## config.mk

```make
export PLATFORM = sky130hd
export DESIGN_NAME = lcd_frame_receiver
export DESIGN_NICKNAME = d
export VERILOG_FILES = /design/src/rtl/lcd_frame_receiver_pkg.sv /design/src/rtl/lcd_bus_sync.sv /design/src/rtl/lcd_frame_receiver.sv
export SDC_FILE = /design/constraint.sdc
export NUM_CORES = 1
export LEC_CHECK = 0
export ABC_AREA = 1
export CAP_MARGIN = 10
export CORE_AREA = 3 3 182 184
export CTS_CLUSTER_DIAMETER = 150
export DETAILED_ROUTE_END_ITERATION = 16
export DIE_AREA = 0 0 185 187
export GPL_ROUTABILITY_DRIVEN = 0
export PLACE_DENSITY = 0.76
export SLEW_MARGIN = 5
export SYNTH_ARGS = -nofsm -noshare
export SYNTH_HDL_FRONTEND = slang
export SYNTH_HIERARCHICAL = 1
export SYNTH_SLANG_ARGS = --single-unit
```

## constraint.sdc

```tcl
create_clock -name CCLK -period 9 [get_ports CCLK]
set_input_delay 1.8 -clock CCLK [delete_from_list [all_inputs] [get_ports CCLK]]
set_output_delay 1.8 -clock CCLK [all_outputs]
set_load 0.01 [all_outputs]
```

## src/rtl/lcd_frame_receiver_pkg.sv

```systemverilog
// rtl/lcd_frame_receiver_pkg.sv - shared opcodes, DDRAM address constants and FSM states
package lcd_frame_receiver_pkg;

   // Command opcodes; each is the lowest value whose highest set bit selects that command
   localparam logic [7:0] LCD_CMD_CLEAR = 8'h01;
   localparam logic [7:0] LCD_CMD_HOME  = 8'h02;
   localparam logic [7:0] LCD_CMD_ENTRY = 8'h04;
   localparam logic [7:0] LCD_CMD_DISP  = 8'h08;
   localparam logic [7:0] LCD_CMD_FUNC  = 8'h20;
   localparam logic [7:0] LCD_CMD_CGRAM = 8'h40;
   localparam logic [7:0] LCD_CMD_SETDD = 8'h80;

   // Two-line DDRAM layout: line 1 is 0x00..0x27, line 2 is 0x40..0x67
   localparam logic [6:0] LINE2_BASE = 7'h40;
   localparam logic [6:0] LINE_END   = 7'h27;
   localparam logic [6:0] LINE2_END  = LINE2_BASE + LINE_END;

   typedef enum logic [1:0] {
      ST_MODE8 = 2'd0,
      ST_HI    = 2'd1,
      ST_LO    = 2'd2
   } rx_state_e;

endpackage

```

## src/rtl/lcd_bus_sync.sv

```systemverilog
// rtl/lcd_bus_sync.sv - LCD bus synchronizer and E pulse-width filter
module lcd_bus_sync #(
   parameter int SYNC_STAGES = 2,
   parameter int MIN_E_HIGH  = 3
) (
   input  logic       clk_i,
   input  logic       rst_i,
   input  logic       e_i,
   input  logic       rs_i,
   input  logic       rw_i,
   input  logic [3:0] dat_i,
   output logic       strobe_o,
   output logic       rs_o,
   output logic       rw_o,
   output logic [3:0] dat_o,
   output logic       glitch_o
);

   localparam int CW = $clog2(MIN_E_HIGH + 1);
   localparam logic [CW-1:0] CNT_MAX = CW'(MIN_E_HIGH);

   logic [6:0]    sync_q [SYNC_STAGES];
   logic [6:0]    synced;
   logic          e_prev_q;
   logic [CW-1:0] cnt_q;
   logic          fall;
   logic          strobe_q, glitch_q, rs_q, rw_q;
   logic [3:0]    dat_q;

   assign synced = sync_q[SYNC_STAGES-1];
   assign fall   = e_prev_q & ~synced[6];

   // Shift {e,rs,rw,dat} through the synchronizer chain
   always_ff @(posedge clk_i or posedge rst_i) begin
      if (rst_i) begin
         for (int i = 0; i < SYNC_STAGES; i++) sync_q[i] <= '0;
      end else begin
         sync_q[0] <= {e_i, rs_i, rw_i, dat_i};
         for (int i = 1; i < SYNC_STAGES; i++) sync_q[i] <= sync_q[i-1];
      end
   end

   // Measure E high time and classify each falling edge as strobe or glitch
   always_ff @(posedge clk_i or posedge rst_i) begin
      if (rst_i) begin
         e_prev_q <= 1'b0;
         cnt_q    <= '0;
         strobe_q <= 1'b0;
         glitch_q <= 1'b0;
         rs_q     <= 1'b0;
         rw_q     <= 1'b0;
         dat_q    <= 4'h0;
      end else begin
         e_prev_q <= synced[6];
         if (!synced[6])         cnt_q <= '0;
         else if (cnt_q != CNT_MAX) cnt_q <= cnt_q + 1'b1;
         strobe_q <= fall && (cnt_q == CNT_MAX);
         glitch_q <= fall && (cnt_q != CNT_MAX);
         rs_q     <= synced[5];
         rw_q     <= synced[4];
         dat_q    <= synced[3:0];
      end
   end

   assign strobe_o = strobe_q;
   assign glitch_o = glitch_q;
   assign rs_o     = rs_q;
   assign rw_o     = rw_q;
   assign dat_o    = dat_q;

endmodule

```

## src/rtl/lcd_frame_receiver.sv

```systemverilog
// rtl/lcd_frame_receiver.sv - decodes the 4-bit LCD bus back into a 32-character frame
module lcd_frame_receiver
   import lcd_frame_receiver_pkg::*;
#(
   parameter int         SYNC_STAGES = 2,
   parameter int         MIN_E_HIGH  = 3,
   parameter logic [7:0] FILL_CHAR   = 8'h20
) (
   input  logic         CCLK,
   input  logic         rst,
   input  logic         lcd_e,
   input  logic         lcd_rs,
   input  logic         lcd_rw,
   input  logic [3:0]   lcd_dat,
   output logic [255:0] frame,
   output logic         byte_valid,
   output logic         byte_rs,
   output logic [7:0]   byte_data,
   output logic         mode4,
   output logic         clr_pulse,
   output logic [7:0]   glitch_cnt
);

   // Next DDRAM address with the two-line wrap of the controller
   function automatic logic [6:0] addr_step(input logic [6:0] a, input logic up);
      if (up) begin
         if (a == LINE_END)  return LINE2_BASE;
         if (a == LINE2_END) return 7'h00;
         return a + 7'd1;
      end
      if (a == 7'h00)      return LINE2_END;
      if (a == LINE2_BASE) return LINE_END;
      return a - 7'd1;
   endfunction

   // {visible, char index}: only the first 16 columns of each line are in the frame
   function automatic logic [5:0] char_slot(input logic [6:0] a);
      if (a[6:4] == 3'b000)           return {2'b10, a[3:0]};
      if (a[6:4] == LINE2_BASE[6:4])  return {2'b11, a[3:0]};
      return 6'b0;
   endfunction

   logic         strobe, s_rs, s_rw, glitch;
   logic [3:0]   s_dat;
   rx_state_e    state_q;
   logic [6:0]   addr_q;
   logic         inc_q, hi_rs_q, hi_rw_q;
   logic [3:0]   hi_dat_q;
   logic [255:0] frame_q;
   logic         byte_valid_q, byte_rs_q, mode4_q, clr_q;
   logic [7:0]   byte_data_q, glitch_cnt_q;
   logic         exec_en, exec_rs;
   logic [7:0]   exec_b;
   logic [5:0]   slot;

   lcd_bus_sync #(
      .SYNC_STAGES(SYNC_STAGES),
      .MIN_E_HIGH (MIN_E_HIGH)
   ) u_sync (
      .clk_i   (CCLK),
      .rst_i   (rst),
      .e_i     (lcd_e),
      .rs_i    (lcd_rs),
      .rw_i    (lcd_rw),
      .dat_i   (lcd_dat),
      .strobe_o(strobe),
      .rs_o    (s_rs),
      .rw_o    (s_rw),
      .dat_o   (s_dat),
      .glitch_o(glitch)
   );

   assign slot = char_slot(addr_q);

   // Assemble the byte a strobe would execute, and whether it executes at all
   always_comb begin
      exec_en = 1'b0;
      exec_rs = s_rs;
      exec_b  = {s_dat, 4'h0};
      if (strobe) begin
         case (state_q)
            ST_MODE8: exec_en = !s_rw && !(!s_rs && s_dat == 4'h2);
            ST_LO: begin
               exec_en = !hi_rw_q;
               exec_rs = hi_rs_q;
               exec_b  = {hi_dat_q, s_dat};
            end
            default: exec_en = 1'b0;
         endcase
      end
   end

   // Bus FSM, command/data execution and all registered outputs
   always_ff @(posedge CCLK or posedge rst) begin
      if (rst) begin
         state_q      <= ST_MODE8;
         addr_q       <= 7'h00;
         inc_q        <= 1'b1;
         hi_dat_q     <= 4'h0;
         hi_rs_q      <= 1'b0;
         hi_rw_q      <= 1'b0;
         frame_q      <= {32{FILL_CHAR}};
         byte_valid_q <= 1'b0;
         byte_rs_q    <= 1'b0;
         byte_data_q  <= 8'h00;
         mode4_q      <= 1'b0;
         clr_q        <= 1'b0;
         glitch_cnt_q <= 8'h00;
      end else begin
         byte_valid_q <= 1'b0;
         clr_q        <= 1'b0;
         if (glitch && glitch_cnt_q != 8'hFF) glitch_cnt_q <= glitch_cnt_q + 8'd1;
         if (strobe) begin
            case (state_q)
               ST_MODE8: begin
                  if (!s_rw && !s_rs && s_dat == 4'h2) begin
                     mode4_q <= 1'b1;
                     state_q <= ST_HI;
                  end
               end
               ST_HI: begin
                  hi_dat_q <= s_dat;
                  hi_rs_q  <= s_rs;
                  hi_rw_q  <= s_rw;
                  state_q  <= ST_LO;
               end
               default: state_q <= ST_HI;
            endcase
         end
         if (exec_en) begin
            byte_valid_q <= 1'b1;
            byte_rs_q    <= exec_rs;
            byte_data_q  <= exec_b;
            if (exec_rs) begin
               if (slot[5]) frame_q[{~slot[4:0], 3'b000} +: 8] <= exec_b;
               addr_q <= addr_step(addr_q, inc_q);
            end else if (exec_b >= LCD_CMD_SETDD) begin
               addr_q <= exec_b[6:0];
            end else if (exec_b >= LCD_CMD_CGRAM) begin
               clr_q <= 1'b0;
            end else if (exec_b >= LCD_CMD_FUNC) begin
               if (exec_b[4]) begin
                  state_q <= ST_MODE8;
                  mode4_q <= 1'b0;
               end
            end else if (exec_b >= LCD_CMD_DISP) begin
               clr_q <= 1'b0;
            end else if (exec_b >= LCD_CMD_ENTRY) begin
               inc_q <= exec_b[1];
            end else if (exec_b >= LCD_CMD_HOME) begin
               addr_q <= 7'h00;
            end else if (exec_b >= LCD_CMD_CLEAR) begin
               frame_q <= {32{FILL_CHAR}};
               addr_q  <= 7'h00;
               inc_q   <= 1'b1;
               clr_q   <= 1'b1;
            end
         end
      end
   end

   assign frame      = frame_q;
   assign byte_valid = byte_valid_q;
   assign byte_rs    = byte_rs_q;
   assign byte_data  = byte_data_q;
   assign mode4      = mode4_q;
   assign clr_pulse  = clr_q;
   assign glitch_cnt = glitch_cnt_q;

endmodule

```

Word level (Yosys, flattened, before mapping):

Index checks and enable logic that the tools add are counted.

* add/subtract/negate cells: 5
* muxes and demuxes: 95
* reductions and logical operators: 21
* magnitude comparators: 7
* shifts and indexed selects: 2
* equal/unequal tests: 23
* bitwise operators: 8

Operators by type and width (number)
* 256-bit 2-to-1 mux: 9
* 256-bit bitwise mux: 1
* 8-bit by 10-bit variable shift with 256-bit output, first input constant: 1
* 8-bit by 10-bit variable part select with 256-bit output: 1
* 7-bit 2-to-1 mux: 18
* 1-bit 2-to-1 mux: 49
* 6-bit 2-to-1 mux: 4
* 2-bit 2-to-1 mux: 10
* 2-bit inequality test, second input constant: 9
* 8-bit 2-to-1 mux: 2
* 7-bit equality test, second input constant: 2
* 3-bit inequality test, second input constant: 4
* 8-bit negator with 10-bit output: 1
* 9-bit AND reduction: 1
* 8-bit by 1-bit adder with 8-bit output, second input constant: 1
* 8-bit by 1-bit >= comparator with 1-bit output, second input constant: 1
* 8-bit by 2-bit >= comparator with 1-bit output, second input constant: 1
* 8-bit by 3-bit >= comparator with 1-bit output, second input constant: 1
* 8-bit by 4-bit >= comparator with 1-bit output, second input constant: 1
* 8-bit by 6-bit >= comparator with 1-bit output, second input constant: 1
* 8-bit by 7-bit >= comparator with 1-bit output, second input constant: 1
* 8-bit >= comparator, second input constant: 1
* 8-bit inequality test, second input constant: 1
* 8-bit AND reduction: 1
* other kinds (23): 39

* flip-flop bits (word level): 317
* bits of input ports: 9
* word-level logic and storage cells: 183
* output and inout bits: 276

Longest topological paths before layout:

Gate-level depths: netlist (run 1).

* depth in word-level cells: 20
* mapped depth: 17
* gate-level depth less buffers: 15

Cells and area by module:

Netlist (run 1), hierarchy kept.

By module, submodules not included
* lcd_frame_receiver: seq. area each 7348.3 um2, instances 1, cells each 1761, area an instance 14148.6 um2
* lcd_bus_sync: seq. area each 625.6 um2, instances 1, cells each 39, area an instance 691.9 um2

Least setup slack after synthesis (run 1):

Ideal clock, no wire load.

* path kind: reg-to-reg
* start: register addr_q[4]
* end: register frame_q[240] (netlist: frame[240])
* setup slack: 6561 ps
* stages on the path, launching flop included: 13
* library setup time: 67 ps
* data required time: 8933 ps
* buffers on the path: 2
* period minus slack after synthesis: 2439 ps
* arrival: 2372 ps
* path through: dfrtp_1 -> nor2_1 -> buf_4 -> nand2_1 -> inv_1 -> ha_1 -> nand3_1 -> nand2_1 -> buf_2 -> nand2_1 -> nor3_1 -> nand3_1 -> nand2_1

* cells in the longest elaborated chain, start to end: 11
* elaborated cells between the ends (all ways): 17
* those cells by class: add/sub: 1; eq/ne: 2; shift: 2; mux: 9; bitwise: 1; reduce/logical: 2

Ends and longest elaborated chain
* start: declaration: RTL line lcd_frame_receiver.sv:46 `logic [6:0] addr_q;`
* start signal: assignment: RTL line lcd_frame_receiver.sv:136 `addr_q <= addr_step(addr_q, inc_q);`
* start signal: assignment: RTL line lcd_frame_receiver.sv:138 `addr_q <= exec_b[6:0];`
* 3-bit equality test: RTL line lcd_frame_receiver.sv:39 `if (a[6:4] == LINE2_BASE[6:4]) return {2'b11, a[3:0]};`
* 1-bit 2-to-1 mux (2 in series): RTL line lcd_frame_receiver.sv:39
* 6-bit 2-to-1 mux: RTL line lcd_frame_receiver.sv:40 `return 6'b0;`
* 6-bit 2-to-1 mux *: RTL line lcd_frame_receiver.sv:39
* 5-bit NOT: RTL line lcd_frame_receiver.sv:135 `if (slot[5]) frame_q[{~slot[4:0], 3'b000} +: 8] <= exec_b;`
* 8-bit negator with 10-bit output: RTL line lcd_frame_receiver.sv:135
* 8-bit by 10-bit variable part select with 256-bit output / 8-bit by 10-bit variable shift with 256-bit output (equally long branches): RTL line lcd_frame_receiver.sv:135
* 256-bit bitwise mux: RTL line lcd_frame_receiver.sv:135
* 256-bit 2-to-1 mux: RTL line lcd_frame_receiver.sv:135
* 256-bit 2-to-1 mux: RTL line lcd_frame_receiver.sv:134 `if (exec_rs) begin`
* end signal: assignment: RTL line lcd_frame_receiver.sv:102 `frame_q <= {32{FILL_CHAR}};`
* end signal: assignment: RTL line lcd_frame_receiver.sv:153 `frame_q <= {32{FILL_CHAR}};`
* end: declaration: RTL line lcd_frame_receiver.sv:49 `logic [255:0] frame_q;`

Every way passes the cells marked *; elsewhere a longest branch is shown, timed or not. The select of a mux whose other input is x is not followed.
A chain may end at the register's enable or synchronous reset.

Worst setup path in the final report (run 1):

* start: register u_sync.strobe_q (netlist: u_sync/strobe_o)
* end: register frame_q[175] (netlist: frame[175])

* cells in the longest elaborated chain, start to end: 5
* elaborated cells between the ends (all ways): 23
* those cells by class: order compare: 7; eq/ne: 7; shift: 1; mux: 6; reduce/logical: 2

Ends and longest elaborated chain
* start: declaration: RTL line lcd_bus_sync.sv:27 `logic strobe_q, glitch_q, rs_q, rw_q;`
* start signal: assignment: RTL line lcd_bus_sync.sv:57 `strobe_q <= fall && (cnt_q == CNT_MAX);`
* parallel branches: the longest is 5 deep, another holds 8-bit by 2-bit >= comparator with 1-bit output

Parallel ways; which one is timed is not known. The select of a mux whose other input is x is not followed.

==> results.py, run 1 <==
metrics = {
    "run_status": {
        "status": "completed",
    },
    "worst_hold_path": {
        "worstHoldPathType": "flip-flop to flip-flop",
        "min_path_cells": 0,
    },
    "drt": {
        "wl_um": 44400,
        "wl_per_cell_um": 17.9,
        "vias": 13400,
        "drt_iter0_markers": 1053,
        "drt-pass1-iter-count": 6,
        "vias_per_cell": 5.41,
        "drc_errors": 0,
        "drt.antenna.violating_nets": 0,
    },
    "synth": {
        "synth_nets": 1816,
        "syn_inst": 1800,
        "synth_area_leaders": "dfrtp_1, nand2_1, nand3_1",
        "yosysSeqAreaShare": 0.537,
        "yosysUniqueCellTypes": 42,
        "synth.most_common_cell": "nand2_1",
        "synthTopCellsByCount": "nand2_1, dfrtp_1, nand3_1",
        "synth_area_sq_um": 14800,
        "postSynthAreaPerCell_sq_um": 8.24,
        "synth_enable_flop_cells": 0,
        "synth_top_area_cell": "dfrtp_1",
        "yosys_warnings": 6,
        "synth_ff_type": "dfrtp_1",
        "async_flop_share": 1.00,
        "synth_top_area_share": 0.479,
        "synth_seq_cells": 317,
    },
    "floorplanning": {
        "start_util": 0.470,
        "die_height_um": 187,
        "die_w_um": 185,
        "core_sq_um": 31600,
        "ioPinCount": 285,
        "rows": 65,
        "die-area_sq_um": 34600,
    },
    "grt": {
        "antenna_found_initial": 0,
        "grt_pass1_wl_um": 71000,
        "grt-ovfl-total": 0,
        "track_usage": 0.255,
        "grt_pass1_vias": 13100,
        "grt_max_degree": 177,
    },
    "cts": {
        "cts_tree": "done",
        "clk_latency_ps": 510,
        "clkTransAtPathRegs_ps": 60,
        "cts_buffers": 35,
        "clockBufferDepth": 3,
        "postCtsHoldBufs": 0,
        "root_buffer": "clkbuf_16",
        "post_cts_resized": 0,
        "postCtsSetupBuffers": 0,
        "clkSinkCount": 317,
        "cts_max_level": 2,
    },
    "timing": {
        "skew_ps": 18.9,
        "period_share": 0.548,
        "setup_slack_ps": 4070,
        "maxSlewViolCount": 0,
        "setup_viol": 0,
        "rsz0062_at_grt": "no",
        "holdWs_ps": 346,
        "slew_headroom": 0.251,
        "setup_tns_ps": 0,
        "worst_slew_pin_slew_ps": 1120,
        "fmax_ghz": 0.203,
        "fin_crit_ps": 4930,
        "hold_viol": 0,
    },
    "worst_setup_path": {
        "worst_setup_path_start_kind": "flip-flop",
        "reg2reg_depth": 12,
        "cp_max_fo": 176,
        "end_kind": "flip-flop",
        "cp_data_arrival_time_ps": 5330,
        "required_ps": 9400,
        "worstSetupPathType": "flip-flop to flip-flop",
    },
    "layout": {
        "final-instance-count-excl-fill": 2477,
        "diodes": 0,
        "area_delta_synth_final_pct": 27.6,
        "drive_above_1_share": 0.0829,
        "nets": 2065,
    },
    "pwr": {
        "p_per_area_nw_per_um2": 187,
        "p_leak_uw": 0.00959,
        "p_total_uw": 3550,
        "peakVddDrop_mv": 0.138,
    },
    "placed_design": {
        "placed_cells": 2414,
        "numPortBuffers": 284,
        "hpwl_um": 30300,
        "dp_slack_ps": 4140,
    },
    "flow_run": {
        "cap_violations": 0,
    },
}
cell usage in the layout, fill, tap and decap left out, drive strengths merged, types with 7 or more instances in the layout:
cell type,Yosys,final
dfstp,33,33
ha,7,7
inv,84,83
clkbuf,32,49
buf,54,14
nor3,20,20
clkinv,1,9
nor2,148,148
nand3b,7,7
dfrtp,284,284
a21oi,23,23
nand3,272,272
nand4,58,58
nand2,710,710
clkdlybuf4s50,0,284
o21ai,43,43
stage by stage:
step / instance area (sq um) / util
floorplan: 14800 / -
global placement: 17800 / 0.563
detailed placement: 17800 / 0.563
CTS: 18900 / 0.600
global route: 18900 / 0.600
finish: 18900 / 0.600
cell families (layout without fill, tap and decap cells):
group | Yosys count | in the layout | synth area share
buffers and inverters | 171 | 446 | 0.0588
and+or+nand+nor | 1218 | 1218 | 0.364
muxes | 2 | 2 | 0.00152
adders and majority gates | 7 | 7 | 0.00590
DFF | 317 | 317 | 0.537
AOI/OAI and AO/OA | 75 | 75 | 0.0269
xor gates and xnor gates | 10 | 10 | 0.00590
report_power, final:
group / switching, uW / total, uW / internal [uW]
clock network: 579 / 1430 / 847
logic: 377 / 554 / 177
registers: 63.6 / 1570 / 1500
total: 1020 / 3550 / 2530
state kept, by name (all words and copies together) (netlist names), 2 cells and up:
signal	count
byte_data	8
u_sync/sync_q	7
state_q	2
u_sync/dat_o	4
frame	256
hi_dat_q	4
u_sync/cnt_q	2
glitch_cnt	8
addr_q	7
u_sync/synced	7
area by class of cell:
| class | count | area (sq um) |
|---|---|---|
| clock buffer | 49 | 1050 |
| clock inverter | 14 | 111 |
| fill | 2779 | 12600 |
| inverter | 85 | 323 |
| multi-input combinational | 1312 | 6020 |
| sequential | 317 | 7970 |
| tap | 402 | 503 |
| timing repair buffer | 298 | 2960 |
layer usage:
layer  wire length, um  vias up  global-route usage
met3              3120      113              0.0469
met4              1660        0               0.100
met2             20800      544               0.408
met5                 0        -                   0
met1             18800     6418               0.345
li1                  -     6317                   -
path summary, 6_finish.rpt:
check | startpoint | to | slack [ps]
worst min-delay path | u_sync/synced[1]$_DFF_PP0_ | u_sync/dat_o[1]$_DFF_PP0_ | 350
worst max-delay path | u_sync/strobe_o$_DFF_PP0_ | frame[175]$_DFFE_PP0P_ | 4070
max in group asynchronous | rst | frame[168]$_DFFE_PP0P_ | 5510
worst min register to register | u_sync/synced[1]$_DFF_PP0_ | u_sync/dat_o[1]$_DFF_PP0_ | 350
min in group asynchronous | rst | hi_dat_q[0]$_DFFE_PP0P_ | 1740
worst max register to register | u_sync/strobe_o$_DFF_PP0_ | frame[175]$_DFFE_PP0P_ | 4070
worst max-delay path, cell delays in order, from the launching register on:
cell and delay (ps):
dfrtp_1 520, nand3_2 310, nand2_1 130, nand2_1 600, nor2_2 370, nand3_1 190
nor2_2 190, nand2_4 220, nand2_8 860, buf_4 940, nand2_4 180, nand2_1 130
nand2_1 60
No activity file was read; power rests on OpenSTA's default activity.
==> inputs of run 2 (changes only) <==
--- a/config.mk
+++ b/config.mk
@@ -7,12 +7,12 @@
 export LEC_CHECK = 0
 export ABC_AREA = 1
 export CAP_MARGIN = 10
-export CORE_AREA = 3 3 182 184
+export CORE_AREA = 3 3 173 175
 export CTS_CLUSTER_DIAMETER = 150
 export DETAILED_ROUTE_END_ITERATION = 16
-export DIE_AREA = 0 0 185 187
+export DIE_AREA = 0 0 176 178
 export GPL_ROUTABILITY_DRIVEN = 0
-export PLACE_DENSITY = 0.76
+export PLACE_DENSITY = 0.8
 export SLEW_MARGIN = 5
 export SYNTH_ARGS = -nofsm -noshare
 export SYNTH_HDL_FRONTEND = slang
==> constraint.sdc (replaced) <==
create_clock -name CCLK -period 5.2 [get_ports CCLK]
set_input_delay 1.04 -clock CCLK [delete_from_list [all_inputs] [get_ports CCLK]]
set_output_delay 1.04 -clock CCLK [all_outputs]
set_load 0.01 [all_outputs]
==> run 2 against run 1 <==
- via count grew 0.27%
- die area shrank 9.4%
- critical path type unchanged
- non-clock buffer count grew 4
- highest routed layer unchanged
- clock-buffer cell count fell by 1
- core utilization up 5.7 points
- wire length fell by 1.1%
- worst hold slack barely moved
- power rose by 65%
==> results.py, run 2 (synthesis results as in run 1) <==
metrics = {
    "cts": {
        "root_buffer": "clkbuf_16",
        "clockBufferDepth": 3,
        "cts_tree": "done",
        "post_cts_resized": 0,
        "cts_max_level": 1,
        "postCtsSetupBuffers": 0,
        "postCtsHoldBufs": 0,
        "clkTransAtPathRegs_ps": 70,
        "cts_buffers": 31,
        "clkSinkCount": 317,
        "clk_latency_ps": 570,
    },
    "floorplanning": {
        "die_w_um": 176,
        "die-area_sq_um": 31300,
        "die_height_um": 178,
        "core_sq_um": 28600,
        "rows": 62,
        "ioPinCount": 285,
        "start_util": 0.518,
    },
    "worst_setup_path": {
        "cpLargestDelayFamily": "simple AND/OR/NAND/NOR gates",
        "reg2reg_from": "addr_q[5]$_DFFE_PP0P_",
        "worstSetupPathType": "flip-flop to flip-flop",
        "worst_setup_path_start_kind": "flip-flop",
        "cp_common_cell": "nand2_1",
        "critPathLaunch": "addr_q[5]$_DFFE_PP0P_",
        "slowest_delay_ps": 650,
        "cp_data_arrival_time_ps": 4500,
        "crit_slowest_cell": "nor3_1",
        "worstPathCellList": "nor2_1 > nand2_1 > inv_1 > ha_1 > nand3_1 > inv_1 > nand2_2 > nand2_4 > nand2_1 > nor3_1 > nand3_1 > nand2_1",
        "reg2reg_depth": 12,
        "r2r_slack_ps": 1180,
        "cp_max_fo": 28,
        "timing.rr.end": "frame[239]$_DFFE_PP0P_",
        "end_kind": "flip-flop",
        "required_ps": 5690,
        "critPathBufInv": 2,
    },
    "grt": {
        "grt-ovfl-total": 0,
        "gr-usage-met2": 0.459,
        "grt_pass1_vias": 13300,
        "busiest_layer": "met2",
        "grt_pass1_wl_um": 70000,
        "track_usage": 0.277,
        "met3_usage": 0.0566,
        "antenna_found_initial": 0,
        "grt_use_met1": 0.364,
        "grt_max_degree": 188,
    },
    "drt": {
        "drt.antenna.violating_nets": 0,
        "wl_um": 43900,
        "wl_per_cell_um": 17.9,
        "drt-pass1-iter-count": 6,
        "drc_errors": 0,
        "drt_iter0_markers": 1276,
        "vias_per_cell": 5.47,
        "vias": 13400,
    },
    "worst_hold_path": {
        "hp-start": "u_sync/sync_q[8]$_DFF_PP0_",
        "worstHoldPathType": "flip-flop to flip-flop",
        "hold_path_end": "u_sync/synced[1]$_DFF_PP0_",
        "min_path_cells": 0,
    },
    "placed_design": {
        "hpwl_um": 30400,
        "numPortBuffers": 284,
        "place_area_sq_um": 17800,
    },
    "timing": {
        "setup_viol": 0,
        "period_share": 0.773,
        "fmax_ghz": 0.249,
        "setup_tns_ps": 0,
        "maxSlewViolCount": 0,
        "slew_headroom": 0.286,
        "worst_slew_pin_slew_ps": 1070,
        "hold_viol": 0,
        "rsz0062_at_grt": "no",
        "fin_crit_ps": 4020,
        "skew_ps": 28.8,
    },
    "layout": {
        "diodes": 0,
        "largest_reg_flops": 256,
        "drive_above_1_share": 0.0791,
        "area_delta_synth_final_pct": 26.7,
        "final_area_sq_um": 18800,
        "nFillCells": 2297,
        "final_common_cell": "nand2_1",
        "layout_common_cells": "nand2_1, dfrtp_1, clkdlybuf4s50_1, nand3_1, nor2_1",
        "nets": 2065,
    },
    "pwr": {
        "p_leak_uw": 0.00955,
        "peakVddDrop_mv": 0.337,
        "p_per_area_nw_per_um2": 312,
    },
    "flow_run": {
        "cap_violations": 0,
    },
    "run_status": {
        "status": "completed",
    },
}
run 2: worst max path at each step:
stage	end	slack, ps	depth (start not counted)
6_report	frame[239]$_DFFE_PP0P_	1180	12
5_1_grt	frame[233]$_DFFE_PP0P_	730	12
4_1_cts	frame[239]$_DFFE_PP0P_	1240	12
3_5_place_dp	frame[239]$_DFFE_PP0P_	1290	12
3_3_place_gp	frame[71]$_DFFE_PP0P_	1420	12
2_1_floorplan	addr_q[0]$_DFFE_PP0P_	310	1
run 2: area by class of cell:
class	instances	area, sq um	area share
well taps	384	480	0.0256
flip-flops and latches	317	7970	0.424
clock inverters	9	73.8	0.00393
multi-input cells	1312	6020	0.320
repair buffers	302	3020	0.161
inverters	85	323	0.0172
clock buffers	48	910	0.0484
run 2: worst reg2reg max path, stage by stage (launching register included):
cell and delay, ps:
dfrtp_1 430, nor2_1 600, nand2_1 360, inv_1 230
ha_1 210, nand3_1 190, inv_1 190, nand2_2 130
nand2_4 330, nand2_1 320, nor3_1 650, nand3_1 160
nand2_1 120
run 2: report_power, final:
| part | internal, uW | total, uW | switching (uW) |
|---|---|---|---|
| registers | 2600 | 2710 | 111 |
| clock network | 1250 | 2180 | 932 |
| logic | 316 | 970 | 654 |
| total | 4160 | 5860 | 1700 |
run 2: per-stage QoR:
step	total power, uW	setup WS (ps)	hold WS (ps)	util	cells
after floorplan	3360	312	331	-	1800
after global placement	3680	1420	333	0.622	2399
after detailed placement	3700	1290	335	0.622	2399
after CTS	5880	1240	348	0.656	2456
after global routing	6120	728	358	0.657	2457
final	5860	1180	346	0.657	2457
run 2: metal layers:
layer	routed length, um	share of wire
met1	17700	0.40
met2	21000	0.48
met4	1640	0.037
met3	3560	0.081
met5	0	0
==> inputs of run 3 (changes only) <==
==> constraint.sdc (replaced) <==
create_clock -name CCLK -period 3.75 [get_ports CCLK]
set_input_delay 0.75 -clock CCLK [delete_from_list [all_inputs] [get_ports CCLK]]
set_output_delay 0.75 -clock CCLK [all_outputs]
set_load 0.01 [all_outputs]
==> run 3 against run 2 <==
- critical path depth did not move
- setup slack got worse by 850 ps
- clock-buffer cell count rose by 3
- fmax rose by 18%
- largest cell class unchanged
- combinational power rose by 41%
- power rose by 46%
- clock skew fell by 13 ps
- worst hold slack barely moved
- highest routed layer unchanged
- flip-flop and latch count did not move
- die area did not move
==> results.py, run 3 (synthesis results as in run 1) <==
metrics = {
    "run_status": {
        "status": "completed",
    },
    "worst_setup_path": {
        "worstSetupPathType": "flip-flop to flip-flop",
        "worst_setup_path_start_kind": "flip-flop",
        "critPathBufInv": 2,
        "cp_max_fo": 28,
        "crit_slowest_cell": "nor3_1",
        "end_kind": "flip-flop",
        "cpLargestDelayFamily": "simple AND/OR/NAND/NOR gates",
        "critPathLaunch": "addr_q[5]$_DFFE_PP0P_",
        "required_ps": 4200,
        "reg2reg_from": "addr_q[5]$_DFFE_PP0P_",
        "slowest_delay_ps": 620,
        "cp_common_cell": "nand2_1",
        "worstPathCellList": "nor2_1 > nand2_1 > inv_1 > ha_1 > nand3_1 > inv_1 > nand2_2 > nand2_4 > nand2_1 > nor3_1 > nand3_1 > nand2_1",
        "cp_data_arrival_time_ps": 3870,
    },
    "drt": {
        "vias_per_cell": 5.49,
        "wl_um": 44400,
        "drt_iter0_markers": 1169,
        "wl_per_cell_um": 17.9,
        "drc_errors": 0,
        "drt-pass1-iter-count": 5,
        "drt.antenna.violating_nets": 0,
        "vias": 13600,
    },
    "layout": {
        "largest_reg_flops": 256,
        "layout_common_cells": "nand2_1, dfrtp_1, clkdlybuf4s50_1, nand3_1, nor2_1",
        "nets": 2079,
        "final_area_sq_um": 19100,
        "diodes": 0,
        "area_delta_synth_final_pct": 28.6,
        "final_common_cell": "nand2_1",
        "drive_above_1_share": 0.0862,
        "final-instance-count-excl-fill": 2473,
    },
    "timing": {
        "slew_headroom": 0.280,
        "setup_slack_ps": 332,
        "skew_ps": 15.6,
        "worst_slew_pin_slew_ps": 1080,
        "fin_crit_ps": 3420,
        "setup_viol": 0,
        "fmax_ghz": 0.293,
        "maxSlewViolCount": 0,
        "rsz0062_at_grt": "no",
        "hold_viol": 0,
        "holdWs_ps": 346,
        "period_share": 0.912,
    },
    "placed_design": {
        "numPortBuffers": 284,
        "placed_cells": 2411,
        "hpwl_um": 30800,
        "place_area_sq_um": 17900,
        "dp_slack_ps": 493,
    },
    "grt": {
        "grt_pass1_vias": 13300,
        "antenna_found_initial": 0,
        "track_usage": 0.279,
        "grt_pass1_wl_um": 69900,
        "grt-ovfl-total": 0,
        "grt_max_degree": 116,
    },
    "cts": {
        "cts_tree": "done",
        "cts_max_level": 2,
        "postCtsHoldBufs": 0,
        "clockBufferDepth": 3,
        "post_cts_resized": 0,
        "postCtsSetupBuffers": 0,
        "root_buffer": "clkbuf_16",
        "clkSinkCount": 317,
        "clkTransAtPathRegs_ps": 70,
        "cts_buffers": 34,
        "clk_latency_ps": 510,
    },
    "flow_run": {
        "cap_violations": 0,
    },
    "floorplanning": {
        "die-area_sq_um": 31300,
        "rows": 62,
        "ioPinCount": 285,
        "core_sq_um": 28600,
        "die_w_um": 176,
        "die_height_um": 178,
        "start_util": 0.518,
    },
    "pwr": {
        "peakVddDrop_mv": 0.422,
        "p_total_uw": 8580,
        "p_leak_uw": 0.00968,
        "p_per_area_nw_per_um2": 449,
    },
    "worst_hold_path": {
        "worstHoldPathType": "flip-flop to flip-flop",
        "hp-start": "u_sync/synced[3]$_DFF_PP0_",
    },
}
## run 3: changes by cell type in the layout (fill, tap and decap cells not counted), moves of 3 or more
cell	before	now
buf_4	14	23
buf_12	3	6
clkbuf_16	31	37
clkinv_2	7	4
clkbuf_8	7	4
## run 3: routing by layer
| layer | track usage | vias to the layer above | part of all wire |
|---|---|---|---|
| li1 | - | 6370 | - |
| met1 | 0.368 | 6496 | 0.41 |
| met2 | 0.466 | 603 | 0.48 |
| met3 | 0.0492 | 119 | 0.073 |
| met4 | 0.101 | 0 | 0.038 |
| met5 | 0 | - | 0 |
## run 3: worst paths after layout
check                                            end  slack (ps)  cells past startpoint
max                           frame[235]$_DFFE_PP0P_         330                     12
max in group asynchronous      frame[79]$_DFFE_PP0P_        2260                      3
min                        u_sync/dat_o[3]$_DFF_PP0_         350                      0
max reg2reg                   frame[235]$_DFFE_PP0P_         330                     12
min in group asynchronous  glitch_cnt[5]$_DFFE_PP0P_         580                      2
min reg2reg                u_sync/dat_o[3]$_DFF_PP0_         350                      0
## run 3: worst register-to-register path: stages (launching register included)
cell and delay (ps):
dfrtp_1 430, nor2_1 340, nand2_1 230, inv_1 190, ha_1 230, nand3_1 180
inv_1 150, nand2_2 130, nand2_4 310, nand2_1 280, nor3_1 630, nand3_1 180
nand2_1 100
## run 3: cell type report
type | instances | area (sq um)
clock buffers | 51 | 1020
clock inverters | 11 | 143
fillers | 2281 | 9530
inverters | 85 | 323
multi-input cells | 1312 | 6020
flip-flops and latches | 317 | 7970
well taps | 384 | 480
repair buffers | 313 | 3140
## run 3: where the power goes
group          leakage, uW  switching, uW  internal, uW  total [uW]
sequential         0.00424            154          3610        3760
clock             0.000563           1350          2100        3450
combinational      0.00488            920           453        1370
total              0.00968           2430          6150        8580
## run 3: metrics by stage
| step | TNS (ps) | util |
|---|---|---|
| floorplan | -219690 | - |
| global placement | 0 | 0.626 |
| detailed placement | 0 | 0.626 |
| CTS | 0 | 0.667 |
| global route | 0 | 0.667 |
| finish | 0 | 0.667 |
